**src/rtl/hs32_mpu_pkg.sv**
```systemverilog
// Shared types and helpers for the hs32 MPU controller: FSM states,
// alignment-mask construction and region entry field extraction.
package hs32_mpu_pkg;

    typedef enum logic [1:0] {IDLE, SCAN, RESP} state_t;

    // Low `a` address bits are always don't-care, so force them into the mask.
    function automatic logic [31:0] algn_mask(input logic [31:0] mask, input int a);
        return mask | ((32'd1 << a) - 32'd1);
    endfunction

    function automatic logic [31:0] entry_base(input logic [31:0] entry, input int a);
        return entry & ~((32'd1 << a) - 32'd1);
    endfunction

    function automatic logic [31:0] entry_tag(input logic [31:0] entry, input int a);
        return entry & ((32'd1 << a) - 32'd1);
    endfunction

endpackage

```
**src/rtl/hs32_mpu_cmp.sv**
```systemverilog
// Single-entry region matcher: base compare under the aligned mask plus
// exact tag compare. Purely combinational; the controller time-shares one.
module hs32_mpu_cmp
    import hs32_mpu_pkg::*;
#(
    parameter int A = 3
) (
    input  logic [31:0]  entry,
    input  logic [31:0]  maskalgn,
    input  logic [31:0]  addr,
    input  logic [A-1:0] tag,
    output logic         hit
);

    logic w_base_hit;
    logic w_tag_hit;

    assign w_base_hit = ((entry_base(entry, A) ^ addr) & ~maskalgn) == 32'd0;
    assign w_tag_hit  = entry_tag(entry, A) == 32'(tag);
    assign hit        = w_base_hit && w_tag_hit;

endmodule

```
**src/rtl/hs32_mpu_ctl.sv**
```systemverilog
// MPU region table, mask and lock ownership, plus a sequential permission
// checker that scans one region per cycle through a shared comparator.
module hs32_mpu_ctl
    import hs32_mpu_pkg::*;
#(
    parameter  int NUM_REGNS = 8,
    localparam int ADDR_ALGN = $clog2(NUM_REGNS)
) (
    input  logic                 clk,
    input  logic                 reset,
    input  logic                 cfg_we,
    input  logic                 cfg_sel,
    input  logic [ADDR_ALGN-1:0] cfg_idx,
    input  logic [31:0]          cfg_data,
    input  logic                 cfg_lock,
    output logic                 cfg_ready,
    input  logic                 chk_valid,
    output logic                 chk_ready,
    input  logic [31:0]          chk_addr,
    input  logic [ADDR_ALGN-1:0] chk_tag,
    output logic                 rsp_valid,
    input  logic                 rsp_ready,
    output logic                 rsp_ok,
    output logic [ADDR_ALGN-1:0] rsp_idx,
    output logic                 fault_o,
    output logic [31:0]          fault_addr,
    input  logic                 fault_clr
);

    state_t                 r_state, w_next;
    logic [31:0]            r_regn [NUM_REGNS];
    logic [31:0]            r_mask;
    logic                   r_lock;
    logic [31:0]            r_addr;
    logic [ADDR_ALGN-1:0]   r_tag;
    logic [ADDR_ALGN-1:0]   r_idx;
    logic                   r_rsp_ok;
    logic [ADDR_ALGN-1:0]   r_rsp_idx;
    logic                   r_fault;
    logic [31:0]            r_fault_addr;
    logic                   w_hit;
    logic                   w_last;
    logic [31:0]            w_maskalgn;

    assign w_maskalgn = algn_mask(r_mask, ADDR_ALGN);
    assign w_last     = r_idx == ADDR_ALGN'(NUM_REGNS - 1);

    hs32_mpu_cmp #(.A(ADDR_ALGN)) u_cmp (
        .entry    (r_regn[r_idx]),
        .maskalgn (w_maskalgn),
        .addr     (r_addr),
        .tag      (r_tag),
        .hit      (w_hit)
    );

    always_ff @(posedge clk) begin
        if (reset) r_state <= IDLE;
        else       r_state <= w_next;
    end

    always_comb begin
        w_next    = r_state;
        cfg_ready = 1'b0;
        chk_ready = 1'b0;
        rsp_valid = 1'b0;
        unique case (r_state)
            IDLE: begin
                // A pending config write steals the cycle from the checker.
                cfg_ready = cfg_we & ~r_lock;
                chk_ready = ~cfg_we;
                if (chk_valid && !cfg_we) w_next = SCAN;
            end
            SCAN: if (w_hit || w_last) w_next = RESP;
            RESP: begin
                rsp_valid = 1'b1;
                if (rsp_ready) w_next = IDLE;
            end
            default: w_next = IDLE;
        endcase
        if (reset) begin
            cfg_ready = 1'b0;
            chk_ready = 1'b0;
            rsp_valid = 1'b0;
        end
    end

    always_ff @(posedge clk) begin
        if (reset) begin
            for (int i = 0; i < NUM_REGNS; i++) r_regn[i] <= '0;
            r_mask       <= '0;
            r_lock       <= 1'b0;
            r_addr       <= '0;
            r_tag        <= '0;
            r_idx        <= '0;
            r_rsp_ok     <= 1'b0;
            r_rsp_idx    <= '0;
            r_fault      <= 1'b0;
            r_fault_addr <= '0;
        end else begin
            if (cfg_lock) r_lock <= 1'b1;
            if (cfg_ready) begin
                if (cfg_sel) r_mask          <= cfg_data;
                else         r_regn[cfg_idx] <= cfg_data;
            end
            if (chk_valid && chk_ready) begin
                r_addr <= chk_addr;
                r_tag  <= chk_tag;
                r_idx  <= '0;
            end
            if (r_state == SCAN) begin
                if (w_hit) begin
                    r_rsp_ok  <= 1'b1;
                    r_rsp_idx <= r_idx;
                end else if (w_last) begin
                    r_rsp_ok  <= 1'b0;
                    r_rsp_idx <= '0;
                end else begin
                    r_idx <= r_idx + ADDR_ALGN'(1);
                end
            end
            // Clear wins over a same-cycle fault; only the first fault is kept.
            if (fault_clr) begin
                r_fault <= 1'b0;
            end else if (r_state == SCAN && !w_hit && w_last && !r_fault) begin
                r_fault      <= 1'b1;
                r_fault_addr <= r_addr;
            end
        end
    end

    assign rsp_ok     = r_rsp_ok;
    assign rsp_idx    = r_rsp_idx;
    assign fault_o    = r_fault;
    assign fault_addr = r_fault_addr;

endmodule

```
**config.mk**
```make
export PLATFORM = sky130hd
export DESIGN_NAME = hs32_mpu_ctl
export DESIGN_NICKNAME = d
export VERILOG_FILES = /design/src/rtl/hs32_mpu_pkg.sv /design/src/rtl/hs32_mpu_cmp.sv /design/src/rtl/hs32_mpu_ctl.sv
export SDC_FILE = /design/constraint.sdc
export NUM_CORES = 1
export LEC_CHECK = 0
export ABC_CLOCK_PERIOD_IN_PS = 6400
export BUFFER_PORTS_ARGS = -buffer_cell sky130_fd_sc_hd__buf_2
export CAP_MARGIN = 20
export CORE_MARGIN = 2
export CORE_UTILIZATION = 60
export CTS_CLUSTER_SIZE = 12
export DETAILED_ROUTE_END_ITERATION = 6
export PLACE_DENSITY_LB_ADDON = 0.12
export SYNTH_ARGS = -nofsm -noshare
export SYNTH_HDL_FRONTEND = slang
export SYNTH_HIERARCHICAL = 1
export SYNTH_SLANG_ARGS = --single-unit
```
**constraint.sdc**
```tcl
create_clock -name clk -period 6.4 [get_ports clk]
set_clock_uncertainty 0.2 [all_clocks]
set_input_delay 1.6 -clock clk [delete_from_list [all_inputs] [get_ports clk]]
set_output_delay 1.6 -clock clk [all_outputs]
set_load 0.1 [all_outputs]
```
==> qor.txt, run 1 <==
Power Dens Cells -> 287 nW/um2
drt drc -> 0
grt total ovfl -> 0
Synth Register Bits -> 363
multi-input logic area -> 5420 um2
clock buffer depth -> 3
post-CTS sizing -> 0
Hold WC Path Type -> reg -> reg
Nets -> 1,456
count of cell types in the netlist -> 41
ys flop type -> edfxtp_1
hold path startpoint -> fault_addr[7]
FMAX -> 205 MHz
1st-iter DRT viols -> 1,531
Pins Over Slew Limit -> 0
Placer Congestion -> 0.797
setup tns final -> 0 ns
worst rel slew slack -> 25.2%
Ys Warns -> 6
Worst R2R Path Depth -> 10
fin crit share -> 76.3%
share of layout cells above drive strength 1 -> 22.0%
I/O pins -> 118
most frequent cell after synthesis -> nor2_1
Total Power -> 5070 uW
Max Used Layer -> met4
R2R setup slack -> 2.15 ns
final hold vios -> 0
VDD IR max -> 223 uV
async set-reset flop share out of synthesis -> 0%
Die Span Y -> 165 um
CP Max Fanout -> 30
Starting Density -> 61.4%
DRT met1 WL -> 16,800 um
unrepaired setup endpoints after global routing -> no
crit path capture type -> output port
worst-margin pin slew -> 1.12 ns
TritonCTS clock tree -> yes
Total GRT Usage -> 29.7%
CP Data Arrival Time -> 3.08 ns
Lkg Pwr -> 0.00623 uW
critical path startpoint -> cfg_we
root buf cell -> clkbuf_16
routed vias -> 10,600
largest area contributor in the netlist -> edfxtp_1
hold path cells -> 2
Port Buf Inserts -> 117
Post-Syn Area per Cell -> 12.1 um2
Setup CP Type -> in -> out
number of global-route vias before repair -> 10,100
fillers -> 1,795
Pre-antenna DRT Iters -> 5
H-Tree Depth -> 2
post-layout min period -> 4.88 ns
Reg clk slew, reported paths -> 0.06 ns
Num CTS Buffers -> 39
Syn Std Cell Area -> 15,600 um2
Worst-Skew Late Latency -> 0.53 ns
Min Hold Slack -> 0.250 ns
Seq. cell area -> 9840 um2
wire length per cell -> 23.2 um
DRT Wirelength -> 40,200 um
nature of the critical path startpoint -> input pin
Area Overhead vs Synth -> 13.6%
first-pass GRT wire length -> 59,500 um
status -> complete, no violations
Gate Count Post-Synth -> 1,281
pin count of the biggest net entering global routing -> 66
Die Area -> 27,200 um2
total core area -> 25,300 um2
vias per cell -> 6.10
initial antenna violation count -> 0
cts-stage hold buffer count -> 0
worst r2r src -> r_idx[0]
most common library cells after synthesis -> nor2_1 (267), edfxtp_1 (256), nand2_1 (232)
Max-Cap Viols -> 0
diodes inserted -> 0
hold endpoint -> fault_addr[7]
routed wl met2 -> 18,700 um
setup bufs post-CTS -> 0
post-synth top area share -> 49.4%
Synth area leaders -> edfxtp_1 (49%), dfxtp_1 (14%), mux4_2 (9.3%)
post-synthesis sequential area ratio -> 63.2%
Post-synth EDFFs -> 256
Final Setup Violations -> 0
die width -> 165 um
R2R Path End -> fault_addr[0]
antenna violation net count after detailed routing -> 0
total length of routed met3 wires -> 3730 um
HPWL Detailed -> 26,400 um
clk sinks -> 363
final core utilization -> 69.8%
row cnt -> 58
Critical Path RT -> 4.60 ns
## stage by stage
step | setup WS, ns | area, um2 | instances
after global placement | 1.53 | 16500 | 1661
after CTS | 1.52 | 17700 | 1732
after detailed placement | 1.55 | 16600 | 1665
after global routing | 1.44 | 17700 | 1732
after floorplan | 0.422 | 15600 | 1283
final | 1.52 | 17700 | 1732
## worst max-delay path by stage
stage	endpoint	depth (start not counted)	slack, ns
after floorplan	rsp_valid	3	0.42
after global placement	cfg_ready	5	1.53
after detailed placement	cfg_ready	5	1.55
after CTS	cfg_ready	5	1.52
after global routing	cfg_ready	5	1.44
final	cfg_ready	5	1.52
## flip-flops by register name (all words and copies together), names as in the netlist
| name | count |
|---|---|
| r_addr | 32 |
| rsp_ok | 1 |
| r_tag | 3 |
| r_mask | 29 |
| rsp_idx | 3 |
| r_idx | 3 |
| r_state | 2 |
| r_regn | 256 |
| fault_addr | 32 |
| fault_o | 1 |
| r_lock | 1 |
## logic make-up (layout without fill, tap and decap cells)
family | after synthesis | after routing | synth area share (%)
buf+inv | 98 | 217 | 2.71
simple gates | 557 | 557 | 14.6
mux | 128 | 128 | 13.6
compound gates | 100 | 100 | 3.88
fa+ha+maj | 2 | 2 | 0.161
flops | 363 | 363 | 63.2
xor+xnor | 32 | 32 | 1.80
other cells | 1 | 3 | 0.0241
## report_power, final
group	total [uW]	internal (uW)	switching, uW
combinational	394	152	243
sequential	2650	2600	52.4
clock	2020	1140	881
total	5070	3890	1180
## cell usage in the layout (no fill, tap or decap), types with 16 or more instances in the layout
master,instances
buf_4,25
clkbuf_1,16
nor2_1,267
buf_2,117
a21oi_1,42
xnor2_1,32
clkbuf_16,39
mux4_2,64
mux2_2,32
edfxtp_1,256
o211ai_1,29
nand3_1,32
dfxtp_1,104
mux2i_1,32
nand2_1,232
## cell type report
cell class                 count  share of cell area [%]
inverter                       3                  0.0708
sequential                   363                    55.6
timing repair buffer         147                    5.00
clock buffer                  56                    5.94
multi-input combinational    822                    30.7
clock inverter                11                   0.361
tap                          330                    2.34
## per-layer routing
metal,global-route usage [%],vias up
li1,-,4744
met1,43.7,5211
met2,46.3,547
met3,4.67,71
met4,8.85,0
met5,0,-
## worst max-delay path: stages
cell and delay (ns):
buf_2 0.16, or4b_1 0.45, buf_4 0.25, nor2_1 0.16, buf_2 0.45
No activity file was read; power rests on OpenSTA's default activity.
==> inputs of run 2 (changes only) <==
--- a/config.mk
+++ b/config.mk
@@ -5,11 +5,12 @@
 export SDC_FILE = /design/constraint.sdc
 export NUM_CORES = 1
 export LEC_CHECK = 0
-export ABC_CLOCK_PERIOD_IN_PS = 6400
+export ABC_AREA = 1
+export ABC_CLOCK_PERIOD_IN_PS = 4000
 export BUFFER_PORTS_ARGS = -buffer_cell sky130_fd_sc_hd__buf_2
 export CAP_MARGIN = 20
 export CORE_MARGIN = 2
-export CORE_UTILIZATION = 60
+export CORE_UTILIZATION = 55
 export CTS_CLUSTER_SIZE = 12
 export DETAILED_ROUTE_END_ITERATION = 6
 export PLACE_DENSITY_LB_ADDON = 0.12
==> constraint.sdc (replaced) <==
create_clock -name clk -period 4 [get_ports clk]
set_clock_uncertainty 0.2 [all_clocks]
set_input_delay 1 -clock clk [delete_from_list [all_inputs] [get_ports clk]]
set_output_delay 1 -clock clk [all_outputs]
set_load 0.1 [all_outputs]
==> qor.txt, run 2 <==
critical path startpoint -> reset
post-synth top area share -> 45.0%
routed vias -> 13,400
grt total ovfl -> 0
Post-DP Area -> 17,900 um2
nature of the critical path startpoint -> input pin
TritonCTS clock tree -> yes
worst r2r src -> r_idx[1]
most frequent CP cell -> buf_2
R2R Path End -> fault_addr[21]
fin crit share -> 84.8%
Area Overhead vs Synth -> 11.7%
worst path cell trace -> buf_2, clkinv_2, nand2_4, nor2_8, buf_2
HPWL Detailed -> 25,800 um
final hold vios -> 0
DRT Wirelength -> 42,700 um
clock buffer depth -> 3
most frequent cell after synthesis -> nor2_1
Die Span Y -> 180 um
die width -> 180 um
total core area -> 30,600 um2
number of global-route vias before repair -> 12,500
crit path capture type -> output port
most common library cells after synthesis -> nor2_1 (718), nand2_1 (385), edfxtp_1 (256)
Lkg Pwr -> 0.00860 uW
Pins Over Slew Limit -> 0
root buf cell -> clkbuf_16
ys flop type -> edfxtp_1
Final Setup Violations -> 0
R2R setup slack -> 0.75 ns
Slowest cell on crit path -> buf_2
Design Area, Final -> 19,100 um2
Syn Std Cell Area -> 17,100 um2
Port Buf Inserts -> 117
CP Max Fanout -> 10
Setup CP Type -> in -> out
CP max stage delay -> 0.51 ns
FMAX -> 295 MHz
Placer Congestion -> 0.811
Gate Count Post-Synth -> 2,088
Ys Warns -> 6
Worst R2R Path Depth -> 19
clk sinks -> 363
share of layout cells above drive strength 1 -> 10.5%
pin count of the biggest net entering global routing -> 68
post-synthesis sequential area ratio -> 57.6%
diodes inserted -> 0
Synth Register Bits -> 363
1st-iter DRT viols -> 1,172
CP Data Arrival Time -> 2.19 ns
post-layout min period -> 3.39 ns
Critical Path RT -> 2.80 ns
worst-margin pin slew -> 0.926 ns
unrepaired setup endpoints after global routing -> no
setup bufs post-CTS -> 0
Hold WC Path Type -> reg -> reg
largest area contributor in the netlist -> edfxtp_1
worst rel slew slack -> 37.9%
Nets -> 2,257
Post-Syn Area per Cell -> 8.18 um2
Max-Cap Viols -> 0
H-Tree Depth -> 2
Starting Density -> 55.8%
Post-synth EDFFs -> 256
wire length per cell -> 16.5 um
commonest non-fill, non-tap cells in the layout -> nor2_1 (717), nand2_1 (385), edfxtp_1 (256), inv_1 (246), o21ai_0 (166)
drt drc -> 0
WP buf/inv -> 3
Die Area -> 32,500 um2
setup tns final -> 0 ns
Total GRT Usage -> 26.5%
vias per cell -> 5.17
async set-reset flop share out of synthesis -> 0%
cts-stage hold buffer count -> 0
Critical path destination -> cfg_ready
antenna violation net count after detailed routing -> 0
initial antenna violation count -> 0
Top Family by Delay on Critical Path -> buffers and inverters
Reg with most FFs -> r_regn
Num CTS Buffers -> 39
post-CTS sizing -> 0
commonest non-fill, non-tap cell in the layout -> nor2_1
number of stages on the worst setup path -> 5
status -> complete, no violations
row cnt -> 64
hold path startpoint -> rsp_idx[2]
first-pass GRT wire length -> 67,900 um
VDD IR max -> 329 uV
I/O pins -> 118
Reg clk slew, reported paths -> 0.05 ns
Largest register FFs -> 256
Synth area leaders -> edfxtp_1 (45%), nor2_1 (16%), dfxtp_1 (13%)
Worst-Skew Late Latency -> 0.53 ns
count of cell types in the netlist -> 29
Power Dens Cells -> 443 nW/um2
Pre-antenna DRT Iters -> 5
run 2: cell types whose count changed after synthesis, moves of 29 or more:
cell	change
mux2_2	-32
mux4_2	-64
a21oi_1	-31
nor2_1	+451
inv_1	+244
o21ai_0	+155
o211ai_1	-29
xnor2_1	-32
nand4_1	+31
mux2i_1	-32
nand2_1	+153
run 2: layout make-up:
class                   count  area, um2
flip-flops and latches    363       9830
clock buffers              54       1090
multi-input cells        1363       5670
well taps                 396        495
repair buffers            157        973
clock inverters            11       60.1
inverters                 253        951
fillers                  2683      11500
run 2: cell families (layout without fill, tap and decap cells):
logic type                 count (synthesis)  count (layout)  synth area share (%)
buffers and inverters                    364             475                  9.30
AOI/OAI and AO/OA                        179             179                  5.25
adders and majority gates                  2               2                 0.147
DFF                                      363             363                  57.6
other                                      1               3                0.0220
and+or+nand+nor                         1179            1179                  27.7
run 2: worst min path at each step:
stage,endpoint,depth (start not counted)
after global routing,rsp_idx[2],2
final,rsp_idx[2],2
after floorplan,r_lock,2
after CTS,rsp_idx[2],2
after detailed placement,rsp_idx[2],2
after global placement,rsp_idx[2],2
run 2: worst register-to-register path: cells and delay by family (launching register included):
kind	cells	cell delay, ns
simple gates	15	1.51
compound gates	1	0.07
buf+inv	3	1.07
flops	1	0.34
run 2: metrics by stage:
stage	cells	util (%)	hold slack [ns]	setup slack [ns]	power (uW)
floorplan	2090	-	0.260	0.189	4900
global placement	2532	58.6	0.270	0.658	5210
detailed placement	2532	58.6	0.275	0.628	5220
CTS	2597	62.4	0.285	0.628	8490
global route	2597	62.4	0.308	0.423	8780
finish	2597	62.4	0.286	0.607	8450
run 2: power breakdown:
part	internal (uW)	total [uW]	switching, uW
Sequential	4150	4210	54.3
Clock	1890	3300	1410
Combinational	271	948	677
run 2: routing by layer:
metal	part of all wire (%)	GRT usage, %
met2	44	41.8
met1	44	38.1
met5	0	0
met4	2.0	6.71
met3	9.6	4.99
